==> src/rtl/reverb_pkg.sv <==
// Shared constants, state encoding and helpers for the reverb feedback mixer.
package reverb_pkg;

  localparam int DATA_W    = 16;
  localparam int GAIN_W    = 8;
  localparam int DELAY_W   = 13;
  localparam int MAX_DELAY = 4096;
  localparam int PROD_W    = DATA_W + GAIN_W + 1;
  localparam int SUM_W     = DATA_W + 1;

  localparam logic signed [DATA_W-1:0] SAT_MAX = {1'b0, {(DATA_W-1){1'b1}}};
  localparam logic signed [DATA_W-1:0] SAT_MIN = {1'b1, {(DATA_W-1){1'b0}}};

  typedef enum logic [1:0] {IDLE, FILL, RUN, BYPASS} state_t;

  function automatic logic [DELAY_W-1:0] clamp_delay(input logic [DELAY_W-1:0] d);
    return (d > DELAY_W'(MAX_DELAY)) ? DELAY_W'(MAX_DELAY) : d;
  endfunction

endpackage

==> src/rtl/reverb_sat_mul.sv <==
// Feedback datapath: scale the delayed sample by decay/256 (floor), add the dry
// sample and saturate. Product registered at T1->T2, saturated mix at T2->T3.
module reverb_sat_mul
  import reverb_pkg::*;
(
  input  logic                     clk,
  input  logic                     reset,
  input  logic                     en_mul,
  input  logic                     en_sum,
  input  logic signed [DATA_W-1:0] dry,
  input  logic signed [DATA_W-1:0] dly,
  input  logic        [GAIN_W-1:0] decay,
  output logic signed [DATA_W-1:0] mix
);

  logic signed [PROD_W-1:0] prod_q;
  logic signed [DATA_W-1:0] dry_q;
  logic signed [SUM_W-1:0]  scaled;
  logic signed [SUM_W-1:0]  sum;
  logic signed [DATA_W-1:0] sat;

  always_comb begin
    scaled = SUM_W'(prod_q >>> 8);
    sum    = $signed({dry_q[DATA_W-1], dry_q}) + scaled;
    if (sum > SUM_W'(SAT_MAX))      sat = SAT_MAX;
    else if (sum < SUM_W'(SAT_MIN)) sat = SAT_MIN;
    else                            sat = DATA_W'(sum);
  end

  always_ff @(posedge clk) begin
    // NOTE: datapath registers are reset as well, so out/dly_data read 0 after reset.
    if (reset) begin
      prod_q <= '0;
      dry_q  <= '0;
      mix    <= '0;
    end else begin
      if (en_mul) begin
        prod_q <= PROD_W'(dly) * PROD_W'($signed({1'b0, decay}));
        dry_q  <= dry;
      end
      if (en_sum) mix <= sat;
    end
  end

endmodule

==> src/rtl/reverb_feedback_mix.sv <==
// Reverb feedback mixer: out = dry + decay*delayed, written back into the delay
// FIFO. Owns the FIFO strobes, the fill/priming FSM and live delay changes.
module reverb_feedback_mix
  import reverb_pkg::*;
(
  input  logic                      clk,
  input  logic                      reset,
  input  logic                      in_valid,
  input  logic signed [DATA_W-1:0]  in,
  input  logic        [DELAY_W-1:0] delay_num,
  input  logic        [GAIN_W-1:0]  decay,
  input  logic signed [DATA_W-1:0]  dly_q,
  output logic                      dly_wr_en,
  output logic signed [DATA_W-1:0]  dly_data,
  output logic                      dly_rd_en,
  output logic                      dly_flush,
  output logic signed [DATA_W-1:0]  out,
  output logic                      out_valid,
  output logic                      primed,
  output logic                      overrun
);

  state_t             state, state_nxt;
  logic [DELAY_W-1:0] dnum, dnum_lat, fill_cnt;
  logic               changing, busy, accept;
  logic               v1, v2, run1, wr1, wr2, wr3;
  logic signed [DATA_W-1:0] dry_q;

  assign dnum      = clamp_delay(delay_num);
  assign changing  = (state != IDLE) && (dnum != dnum_lat);
  assign busy      = v1 | v2 | out_valid;
  assign accept    = in_valid && !busy;
  assign dly_rd_en = accept && (state == RUN) && !changing && !reset;
  // A write still in flight when the delay changes must not land after the flush.
  assign dly_wr_en = wr3 && !changing && !reset;
  assign dly_flush = reset || changing;
  assign primed    = (state == RUN);
  assign dly_data  = out;

  always_comb begin
    // NOTE: default first, so no branch leaves state_nxt unassigned (no latch).
    state_nxt = state;
    case (state)
      IDLE:        state_nxt = (dnum == '0) ? BYPASS : FILL;
      FILL: begin
        if (changing) state_nxt = IDLE;
        else if (dly_wr_en && (fill_cnt + DELAY_W'(1) == dnum_lat)) state_nxt = RUN;
      end
      RUN, BYPASS: if (changing) state_nxt = IDLE;
    endcase
  end

  always_ff @(posedge clk) begin
    // NOTE: non-blocking, so every register samples the old value of the others.
    if (reset) begin
      state    <= IDLE;
      dnum_lat <= '0;
      fill_cnt <= '0;
    end else begin
      state <= state_nxt;
      if (state == IDLE) begin
        dnum_lat <= dnum;
        fill_cnt <= '0;
      end else if (state == FILL && dly_wr_en) begin
        fill_cnt <= fill_cnt + DELAY_W'(1);
      end
    end
  end

  always_ff @(posedge clk) begin
    if (reset) begin
      v1        <= 1'b0;
      v2        <= 1'b0;
      out_valid <= 1'b0;
      run1      <= 1'b0;
      wr1       <= 1'b0;
      wr2       <= 1'b0;
      wr3       <= 1'b0;
      dry_q     <= '0;
      overrun   <= 1'b0;
    end else begin
      v1        <= accept;
      v2        <= v1;
      out_valid <= v2;
      run1      <= dly_rd_en;
      wr1       <= accept && (state == FILL || state == RUN) && !changing;
      wr2       <= wr1 && !changing;
      wr3       <= wr2 && !changing;
      if (accept) dry_q <= in;
      if (in_valid && busy) overrun <= 1'b1;
    end
  end

  reverb_sat_mul u_sat_mul (
    .clk    (clk),
    .reset  (reset),
    .en_mul (v1),
    .en_sum (v2),
    .dry    (dry_q),
    .dly    (run1 ? dly_q : '0),
    .decay  (decay),
    .mix    (out)
  );

endmodule

==> config.mk <==
export PLATFORM = sky130hd
export DESIGN_NAME = reverb_feedback_mix
export DESIGN_NICKNAME = d
export VERILOG_FILES = /design/src/rtl/reverb_pkg.sv /design/src/rtl/reverb_sat_mul.sv /design/src/rtl/reverb_feedback_mix.sv
export SDC_FILE = /design/constraint.sdc
export NUM_CORES = 1
export LEC_CHECK = 0
export CAP_MARGIN = 30
export CORE_MARGIN = 4
export CORE_UTILIZATION = 55
export CTS_BUF_LIST = sky130_fd_sc_hd__clkbuf_8 sky130_fd_sc_hd__clkbuf_16
export DETAILED_ROUTE_END_ITERATION = 16
export PLACE_DENSITY = 0.79
export SLEW_MARGIN = 20
export SYNTH_ARGS = -nofsm -noshare
export SYNTH_HDL_FRONTEND = slang
export SYNTH_HIERARCHICAL = 1
export SYNTH_SLANG_ARGS = --single-unit
==> constraint.sdc <==
create_clock -name clk -period 8.9 [get_ports clk]
set_input_delay 0.89 -clock clk [delete_from_list [all_inputs] [get_ports clk]]
set_output_delay 0.89 -clock clk [all_outputs]
set_load 0.02 [all_outputs]
# Yosys cells after proc, flatten, opt, wreduce, memory -nomap -nowiden
# Cells that the tools add are included.
totals:
  regBits: 109
  input_bits: 56
  out_inout_bits: 38
op_classes:
  n_addsub: 2
  mul: 1
  n_lt_le_gt_ge: 3
  eq_ne: 7
  muxes: 9
  bitwise: 2
  reduce_logical: 25
ops:
  columns: ["operator", "n"]
  rows:
  - ["$mux 16", 3]
  - ["$mul 16x9->25", 1]
  - ["$add 16x17->17", 1]
  - ["$gt 17x16->1 const B", 1]
  - ["$lt 17x16->1 const B", 1]
  - ["$logic_and 1x1->1", 14]
  - ["$add 13x1->13 const B", 1]
  - ["$eq 13x13->1", 1]
  - ["$gt 13x13->1 const B", 1]
  - ["$logic_not 13->1", 1]
  - ["$mux 13", 1]
  - ["$ne 13x13->1", 1]
  - ["$mux 2", 4]
  - ["$pmux 2 s3", 1]
  - ["$eq 2x2->1 const B", 2]
  - ["$reduce_or 2->1", 2]
  - ["$logic_not 1->1", 3]
  - ["$ne 3x3->1 const B", 1]
  - ["$eq 2x1->1 const B", 1]
  - ["$logic_not 2->1", 1]
  - ["$logic_or 1x1->1", 2]
  - ["$ne 2x2->1 const B", 1]
  - ["$or 1x1->1", 2]
  - ["$reduce_and 2->1", 1]
  - ["$reduce_bool 2->1", 1]

# Depth between registers and ports, before layout
# Gate-level depths: netlist of the first run.
logic_depth:
  ltp_word: 11
  depth_mapped: 20
  mapped_depth_nobuf: 20

# Hierarchy
# The synthesis of the first run kept the hierarchy.
by_module_without_submodules:
  columns: ["module", "instances", "cells_per_inst", "area_each_um2", "seq_area_each_um2"]
  rows:
  - ["reverb_sat_mul", 1, 799, 7058.0, 980.9]
  - ["reverb_feedback_mix", 1, 388, 3190.6, 1041.0]

# Least setup slack after synthesis of the first run
# OpenSTA, ideal clock, no wires.
synth_timing:
  path_type: "input -> register"
  from: "in dly_q[5]"
  to: "reg u_sat_mul.prod_q[23]"
  arrival_time_ps: 5489
  t_required_ps: 8821
  slack_ps: 3332
  cell_stages: 17
  n_path_buf: 0
  cell_sequence: "and2_1 and2_1 fa_1 fa_1 fa_1 inv_1 fa_1 inv_1 ha_1 a21o_1 a21o_1 a21oi_1 a211oi_1 o41ai_1 nor2b_1 or4_1 o211ai_1"
synth_between:
  elab_chain_len: 2
synth_lines:
  columns: ["element", "line_no", "source"]
  rows:
  - ["from (decl)", "reverb_feedback_mix.sv:12", "input logic signed [DATA_W-1:0] dly_q,"]
  - ["$mux 16", "reverb_feedback_mix.sv:100", ".dly (run1 ? dly_q : '0),"]
  - ["$mul 16x9->25", "reverb_sat_mul.sv:38", "prod_q <= PROD_W'(dly) * PROD_W'($signed({1'b0, decay}));"]
  - ["to (signal assigned)", "reverb_sat_mul.sv:38", null]
  - ["to (decl)", "reverb_sat_mul.sv:16", "logic signed [PROD_W-1:0] prod_q;"]
# Every way passes these cells.
# A chain may end at the register's enable or synchronous reset.

# Worst setup path after layout of the first run
layout_timing:
  from: "in decay[2]"
  to: "reg u_sat_mul.prod_q[23]"
layout_between:
  elab_chain_len: 1
layout_lines:
  columns: ["element", "line_no", "source"]
  rows:
  - ["from (decl)", "reverb_feedback_mix.sv:11", "input logic [GAIN_W-1:0] decay,"]
  - ["$mul 16x9->25", "reverb_sat_mul.sv:38", null]
# Every way passes these cells.

==> results.md, run 1 <==
- Outcome: completed
- Layout area overhead: 11.9%
- Synth top area cells: fa_1 20%, dfxtp_1 20%, ha_1 8.2%, inv_1 5.8%, and2_1 5.7%
- Pwr Density: 112 nW/um^2
- Syn nets: 1412
- CTS sink count: 101
- Worst Setup SP: decay[2]
- Setup violations, final: 0
- Flop-to-flop setup slack: around 3000 ps
- RSZ-0062 raised after global routing: false
- Worst hold path class: flip-flop to flip-flop
- Nets: 1457
- Minimum clock period: approximately 6200 ps
- Syn Area/Cell: 8.63 um^2
- Max_slew headroom: 38.7%
- Asr flop ratio synth: 0%
- Die height: 145 um
- EDFF count, synth: 0
- Sequential element share of the synthesized area: 19.7%
- Max Cap Viol: 0
- WL/cell: 15.3 um
- IR drop worst, VDD: 0.101 mV
- Arr. time, crit path: about 6500 ps
- Worst skew pair latency: between 300 and 400 ps
- Drt first pass iters: 5
- Initial antenna violation count: 0
- Hold-fix buffers at CTS: 0
- Die Footprint: around 21000 um^2
- Worst Setup Start Kind: primary input
- Worst setup path endpoint: u_sat_mul/prod_q[23]$_SDFFE_PP0P_
- Final hold vios: 0
- CTS Root Cell: clkbuf_16
- Initial DRC Count: approximately 450
- Vias: 8091
- Pwr Total: approximately 0.0013 W
- Worst r2r path cells: 18
- Synth warn: 6
- CTS tree: done
- Synth cell types: 80
- #FFs+latches synth: ~100
- Fin crit share: a little over two thirds
- Residual DRC: 0
- DP Wirelength: 17.6 mm
- Total track usage: 22.3%
- Initial Utilization: 56.5%
- Cts repair resizes: 0
- CTS buffer count: 9
- Total grt overflow: 0
- Routability cong.: just over 0.9
- Reg2reg start: run1$_SDFF_PP0_
- ANT nets after route: 0
- Crit Reg-Reg Endpoint: u_sat_mul/prod_q[23]$_SDFFE_PP0P_
- Number of global-route vias before repair: 8050
- DR vias/cell: 5.52
- Fin. max-slew vios: 0
- WL final: approximately 22 mm
- Port bufs: 93
- Rows: 49
- CP Class: primary input to flip-flop
- Final Skew: 7.01 ps
- First-pass GRT wire length: 38.5 mm
- Top cell type's share of synthesized area: 19.9%
- Core Area: 18100 um^2
- Inserted Diodes: 0
- Fmax: between 150 and 200 MHz
- Setup bufs post-CTS: 0
- Reg clk slew, reported paths: about 70 ps
- Place WS: 2400 ps
- Leak Pwr: 5.12 nW
- Max FO, Critical Path: 16
- Largest net degree at the start of global routing: 85
- Syn Std Cell Area: between 10000 and 15000 um^2
- Maximum root-to-sink buffer count: 2
- Final Worst Setup Slack: 2700 ps
- Die X: 145 um
- # IOs: between 90 and 100
- Synth Flop Type: dfxtp_1
- # H-tree levels: 3
- Syn Inst Count: 1187
- Required time worst endpoint: 9180 ps
- Worst setup EP type: flip-flop
- Setup tns final: 0 ps
- Layout cells sized above 1: 5.58%
- Post-layout util: 63.2%
- Slew @ Worst Pin: 919 ps
- Top cell type by total area after synthesis: fa_1
[flip-flops by register name (all words and copies together) (netlist names)]
| register | count |
|---|---|
| dnum_lat | 13 |
| dry_q | 16 |
| fill_cnt | 13 |
| out_valid | 1 |
| overrun | 1 |
| run1 | 1 |
| state | 2 |
| u_sat_mul/dry_q | 16 |
| u_sat_mul/mix | 16 |
| u_sat_mul/prod_q | 17 |
| v1 | 1 |
| v2 | 1 |
| wr1 | 1 |
| wr2 | 1 |
| wr3 | 1 |
[routing by layer]
layer	routed length [um]	vias up	GRT usage, %
li1	-	3973	-
met1	10300	3867	30.5
met2	10700	225	38.3
met3	1080	26	2.94
met4	271	0	4.57
met5	0	-	0
[layout by cell type (no fill, tap or decap), drive strengths merged, types with 9 or more instances in the layout]
cell type      instances
inv                  162
a211oi                26
fa                   102
and2                  94
a21oi                 62
xor2                  23
maj3                  13
a21o                   9
nor2                  79
nand2                127
dfxtp                101
xnor2                 39
mux2i                 28
o21ai                 23
nand4                 11
clkdlybuf4s50         92
clkbuf                 9
ha                    67
nor3                  26
nand3                 23
[worst max-delay path, stage by stage]
cell and delay [ps]:
clkdlybuf4s50_1 790, nand2_1 150, fa_1 560, inv_1 50, fa_1 480, fa_1 500
inv_1 60, fa_1 520, inv_1 40, ha_1 340, a21o_1 180, a21o_1 160
a21oi_1 250, a211oi_1 180, o41ai_1 620, nor2b_1 120, or4_1 490, o211ai_1 90
[per-stage QoR]
| stage | hold slack (ps) | cells | instance area (um^2) |
|---|---|---|---|
| floorplan | 406 | 1187 | 10200 |
| global placement | 411 | 1449 | 11200 |
| detailed placement | 416 | 1449 | 11200 |
| CTS | 436 | 1465 | 11500 |
| global route | 441 | 1466 | 11500 |
| finish | 433 | 1466 | 11500 |
[synth_stat cells (all sizes together), types with 9 or more instances]
library cell    n
clkbuf         32
nor3           26
o21ai          23
mux2i          28
maj3           13
nand4          11
inv           157
nand2         127
fa            102
a21oi          62
and2           94
a211oi         26
buf            32
a21o            9
xor2           23
nand3          23
ha             67
xnor2          39
dfxtp         101
nor2           79
[power by group]
part / switching [W] / internal (W) / total (W)
registers: 0.0000312 / 0.000480 / 0.000511
logic: 0.000230 / 0.000151 / 0.000381
clock network: 0.000194 / 0.000200 / 0.000394
[cell type report]
cell class / count / area, um^2
Multi-Input combinational cell: 864 / 7300
Tap cell: 229 / 287
Clock inverter: 7 / 73.8
Sequential cell: 101 / 2020
Timing Repair Buffer: 98 / 966
Clock buffer: 9 / 225
Inverter: 158 / 593
Fill cell: 1552 / 6680
[kinds of logic (layout without fill, tap and decap cells)]
kind of cell | after synthesis | in the layout | share of synthesized area, %
AND/OR/NAND/NOR | 414 | 414 | 21.0
buffers and inverters | 222 | 272 | 9.16
AO/OA/AOI/OAI | 176 | 176 | 12.4
multiplexers | 30 | 30 | 2.95
XOR/XNOR | 62 | 62 | 5.37
flip-flops | 101 | 101 | 19.7
adder cells (fa/ha/maj) | 182 | 182 | 29.5
[worst min path at each step]
stage / start / endpoint / cells past startpoint
6_report: wr1$_SDFF_PP0_ / wr2$_SDFF_PP0_ / 1
5_1_grt: wr2$_SDFF_PP0_ / wr3$_SDFF_PP0_ / 1
4_1_cts: wr2$_SDFF_PP0_ / wr3$_SDFF_PP0_ / 1
3_5_place_dp: wr1$_SDFF_PP0_ / wr2$_SDFF_PP0_ / 1
3_3_place_gp: wr1$_SDFF_PP0_ / wr2$_SDFF_PP0_ / 1
2_1_floorplan: wr1$_SDFF_PP0_ / wr2$_SDFF_PP0_ / 1
Power figures use the tool's default switching activity.
==> run 2: changes to the inputs <==
clock period = 6.5 ns   (was 8.9 ns; I/O delays follow)
==> results.md, run 2 (same netlist as run 1, synthesis figures left out) <==
- Outcome: completed (unchanged)
- IR drop worst, VDD: 0.140 mV (was 0.101 mV)
- Largest net degree at the start of global routing: 87 (was 85)
- Biggest cell delay along the critical path: 660 ps (was 790 ps)
- WL final: 21.8 mm (was 22.4 mm)
- Initial Utilization: 56.5% (unchanged)
- WL/cell: 14.8 um (was 15.3 um)
- Worst Setup Start Kind: primary input (unchanged)
- Final hold vios: 0 (unchanged)
- Initial DRC Count: 391 (was 447)
- Routability cong.: 0.884 (was 0.910)
- CTS sink count: 101 (unchanged)
- Hold EP: wr3$_SDFF_PP0_ (was wr2$_SDFF_PP0_)
- Arr. time, crit path: 6070 ps (was 6480 ps)
- Die height: 145 um (unchanged)
- DP Wirelength: 17.1 mm (was 17.6 mm)
- HP Start: wr2$_SDFF_PP0_ (was wr1$_SDFF_PP0_)
- Crit Reg-Reg Endpoint: u_sat_mul/prod_q[23]$_SDFFE_PP0P_ (unchanged)
- Total grt overflow: 0 (unchanged)
- Reg clk slew, reported paths: 60 ps (was 70 ps)
- Drt first pass iters: 5 (unchanged)
- Commonest non-fill, non-tap cells in the layout: 157 x inv_1, 127 x nand2_1, 102 x fa_1, 101 x dfxtp_1, 93 x and2_1 (unchanged)
- Most used cell, CP: fa_1 (unchanged)
- Worst hold path class: flip-flop to flip-flop (unchanged)
- First-pass GRT wire length: 37.2 mm (was 38.5 mm)
- Setup bufs post-CTS: 0 (unchanged)
- Maximum root-to-sink buffer count: 2 (unchanged)
- Residual DRC: 0 (unchanged)
- Layout cells sized above 1: 5.96% (was 5.58%)
- Leak Pwr: 5.18 nW (was 5.12 nW)
- Delay-heaviest family, CP: adder cells (unchanged)
- Total track usage: 21.5% (was 22.3%)
- Most used routing layer: met2 (unchanged)
- CP bufs+invs: 3 (was 4)
- Number of global-route vias before repair: 7870 (was 8050)
- Vias: 7934 (was 8091)
- DR vias/cell: 5.39 (was 5.52)
- Die X: 145 um (unchanged)
- Minimum clock period: 5810 ps
- Cts repair resizes: 0 (unchanged)
- Worst setup EP type: flip-flop (unchanged)
- Grt met2 use: 36.0% (was 38.3%)
- RSZ-0062 raised after global routing: false (unchanged)
- CP Class: primary input to flip-flop (unchanged)
- Rows: 49 (unchanged)
- Worst r2r path cells: 17 (was 18)
- Setup tns final: 0 ps (unchanged)
- Pwr Total: 0.00188 W (was 0.00129 W)
- Met3 Usage GRT: 2.28% (was 2.94%)
- Largest Register: u_sat_mul/prod_q (unchanged)
- Required time worst endpoint: 6760 ps (was 9180 ps)
- # IOs: 94 (unchanged)
- Flop-to-flop setup slack: 830 ps (was 3010 ps)
- Reg2reg start: run1$_SDFF_PP0_ (unchanged)
- Crit-path cells: clkdlybuf4s50_1 > and2_1 > fa_1 > fa_1 > fa_1 > inv_1 > fa_1 > inv_1 > ha_1 > a21o_1 > a21o_1 > a21oi_1 > a211oi_1 > o41ai_1 > nor2b_1 > or4_1 > o211ai_1 (was clkdlybuf4s50_1 > nand2_1 > fa_1 > inv_1 > fa_1 > fa_1 > inv_1 > fa_1 > inv_1 > ha_1 > a21o_1 > a21o_1 > a21oi_1 > a211oi_1 > o41ai_1 > nor2b_1 > or4_1 > o211ai_1)
- Hold-fix buffers at CTS: 0 (unchanged)
- Slew @ Worst Pin: 933 ps (was 919 ps)
- Max Cap Viol: 0 (unchanged)
- Worst skew pair latency: 340 ps (was 360 ps)
- ANT nets after route: 0 (unchanged)
- Initial antenna violation count: 0 (unchanged)
- Max_slew headroom: 37.7% (was 38.7%)
- Die Footprint: 20900 um^2 (unchanged)
- Layout area overhead: 13.1% (was 11.9%)
- Fin. max-slew vios: 0 (unchanged)
- Nets: 1462 (was 1457)
- Pwr Density: 162 nW/um^2 (was 112 nW/um^2)
- Fin crit share: between 80% and 90%
- Hold depth: 1 (unchanged)
- Fill cells: 1539 (was 1552)
- Core Area: 18100 um^2 (unchanged)
- # H-tree levels: 3 (unchanged)
- Fmax: 172 MHz
- Met1 Resource Use GR: 30.4% (was 30.5%)
- CTS buffer count: 9 (unchanged)
- Final Skew: 6.73 ps (was 7.01 ps)
- Port bufs: 93 (unchanged)
- Setup violations, final: 0 (unchanged)
- Commonest non-fill, non-tap cell in the layout: inv_1 (unchanged)
- Max FO, Critical Path: 16 (unchanged)
- Slowest CP cell: clkdlybuf4s50_1 (unchanged)
- Inserted Diodes: 0 (unchanged)
- CTS Root Cell: clkbuf_16 (unchanged)
- CTS tree: done (unchanged)
- Min Hold Slack: 434 ps (was 433 ps)
- Max FFs per register: 17 (unchanged)
[run 2: changes by cell type in the layout (fill, tap and decap cells not counted)]
cell,change
inv_8,-2
clkinv_2,+1
bufinv_16,+4
buf_4,+4
inv_6,-3
clkbuf_8,+2
clkinv_8,-1
[run 2: where the power goes]
group	leakage [nW]	internal, W	switching, W
clock network	0.183	0.000425	0.000228
logic	4.18	0.000209	0.000314
registers	0.821	0.000657	0.0000426
total	5.18	0.00129	0.000584
[run 2: worst reg2reg max path, cell delays in order (launching register included)]
cell	delay, ps
dfxtp_1	620
and2_1	390
and2_1	210
fa_1	440
fa_1	470
fa_1	550
inv_1	60
fa_1	520
inv_1	40
ha_1	330
a21o_1	180
a21o_1	170
a21oi_1	220
a211oi_1	170
o41ai_1	560
nor2b_1	110
or4_1	490
o211ai_1	90
[run 2: per-layer routing]
layer  routed length (um)  up-vias
met5                    0        -
met2                10200      177
met4                  239        0
li1                     -     3984
met1                10500     3754
met3                  826       19
[run 2: worst max-delay path by stage]
| stage | slack (ps) | depth (start not counted) | to | from |
|---|---|---|---|---|
| finish | 690 | 17 | u_sat_mul/prod_q[23]$_SDFFE_PP0P_ | decay[5] |
| global placement | 440 | 17 | u_sat_mul/prod_q[23]$_SDFFE_PP0P_ | decay[5] |
| global route | 350 | 18 | u_sat_mul/prod_q[23]$_SDFFE_PP0P_ | decay[5] |
| detailed placement | 370 | 17 | u_sat_mul/prod_q[23]$_SDFFE_PP0P_ | decay[5] |
| floorplan | 1170 | 17 | u_sat_mul/prod_q[23]$_SDFFE_PP0P_ | dly_q[5] |
| CTS | 710 | 17 | u_sat_mul/prod_q[23]$_SDFFE_PP0P_ | decay[5] |
[run 2: metrics by stage]
stage	instance area (um^2)	utilization, %	std cells	setup slack, ps
after floorplan	10200	-	1187	1170
after global placement	11200	61.7	1454	440
after detailed placement	11200	61.7	1454	371
after CTS	11600	63.8	1470	711
after global routing	11600	63.9	1471	351
final	11600	63.9	1471	691
[run 2: layout make-up]
class	count	area, um^2	share of cell area, %
inverters	158	593	5.12
clock inverters	6	134	1.16
multi-input cells	864	7300	63.0
clock buffers	10	239	2.06
well taps	229	287	2.47
repair buffers	103	1010	8.71
flip-flops and latches	101	2020	17.4
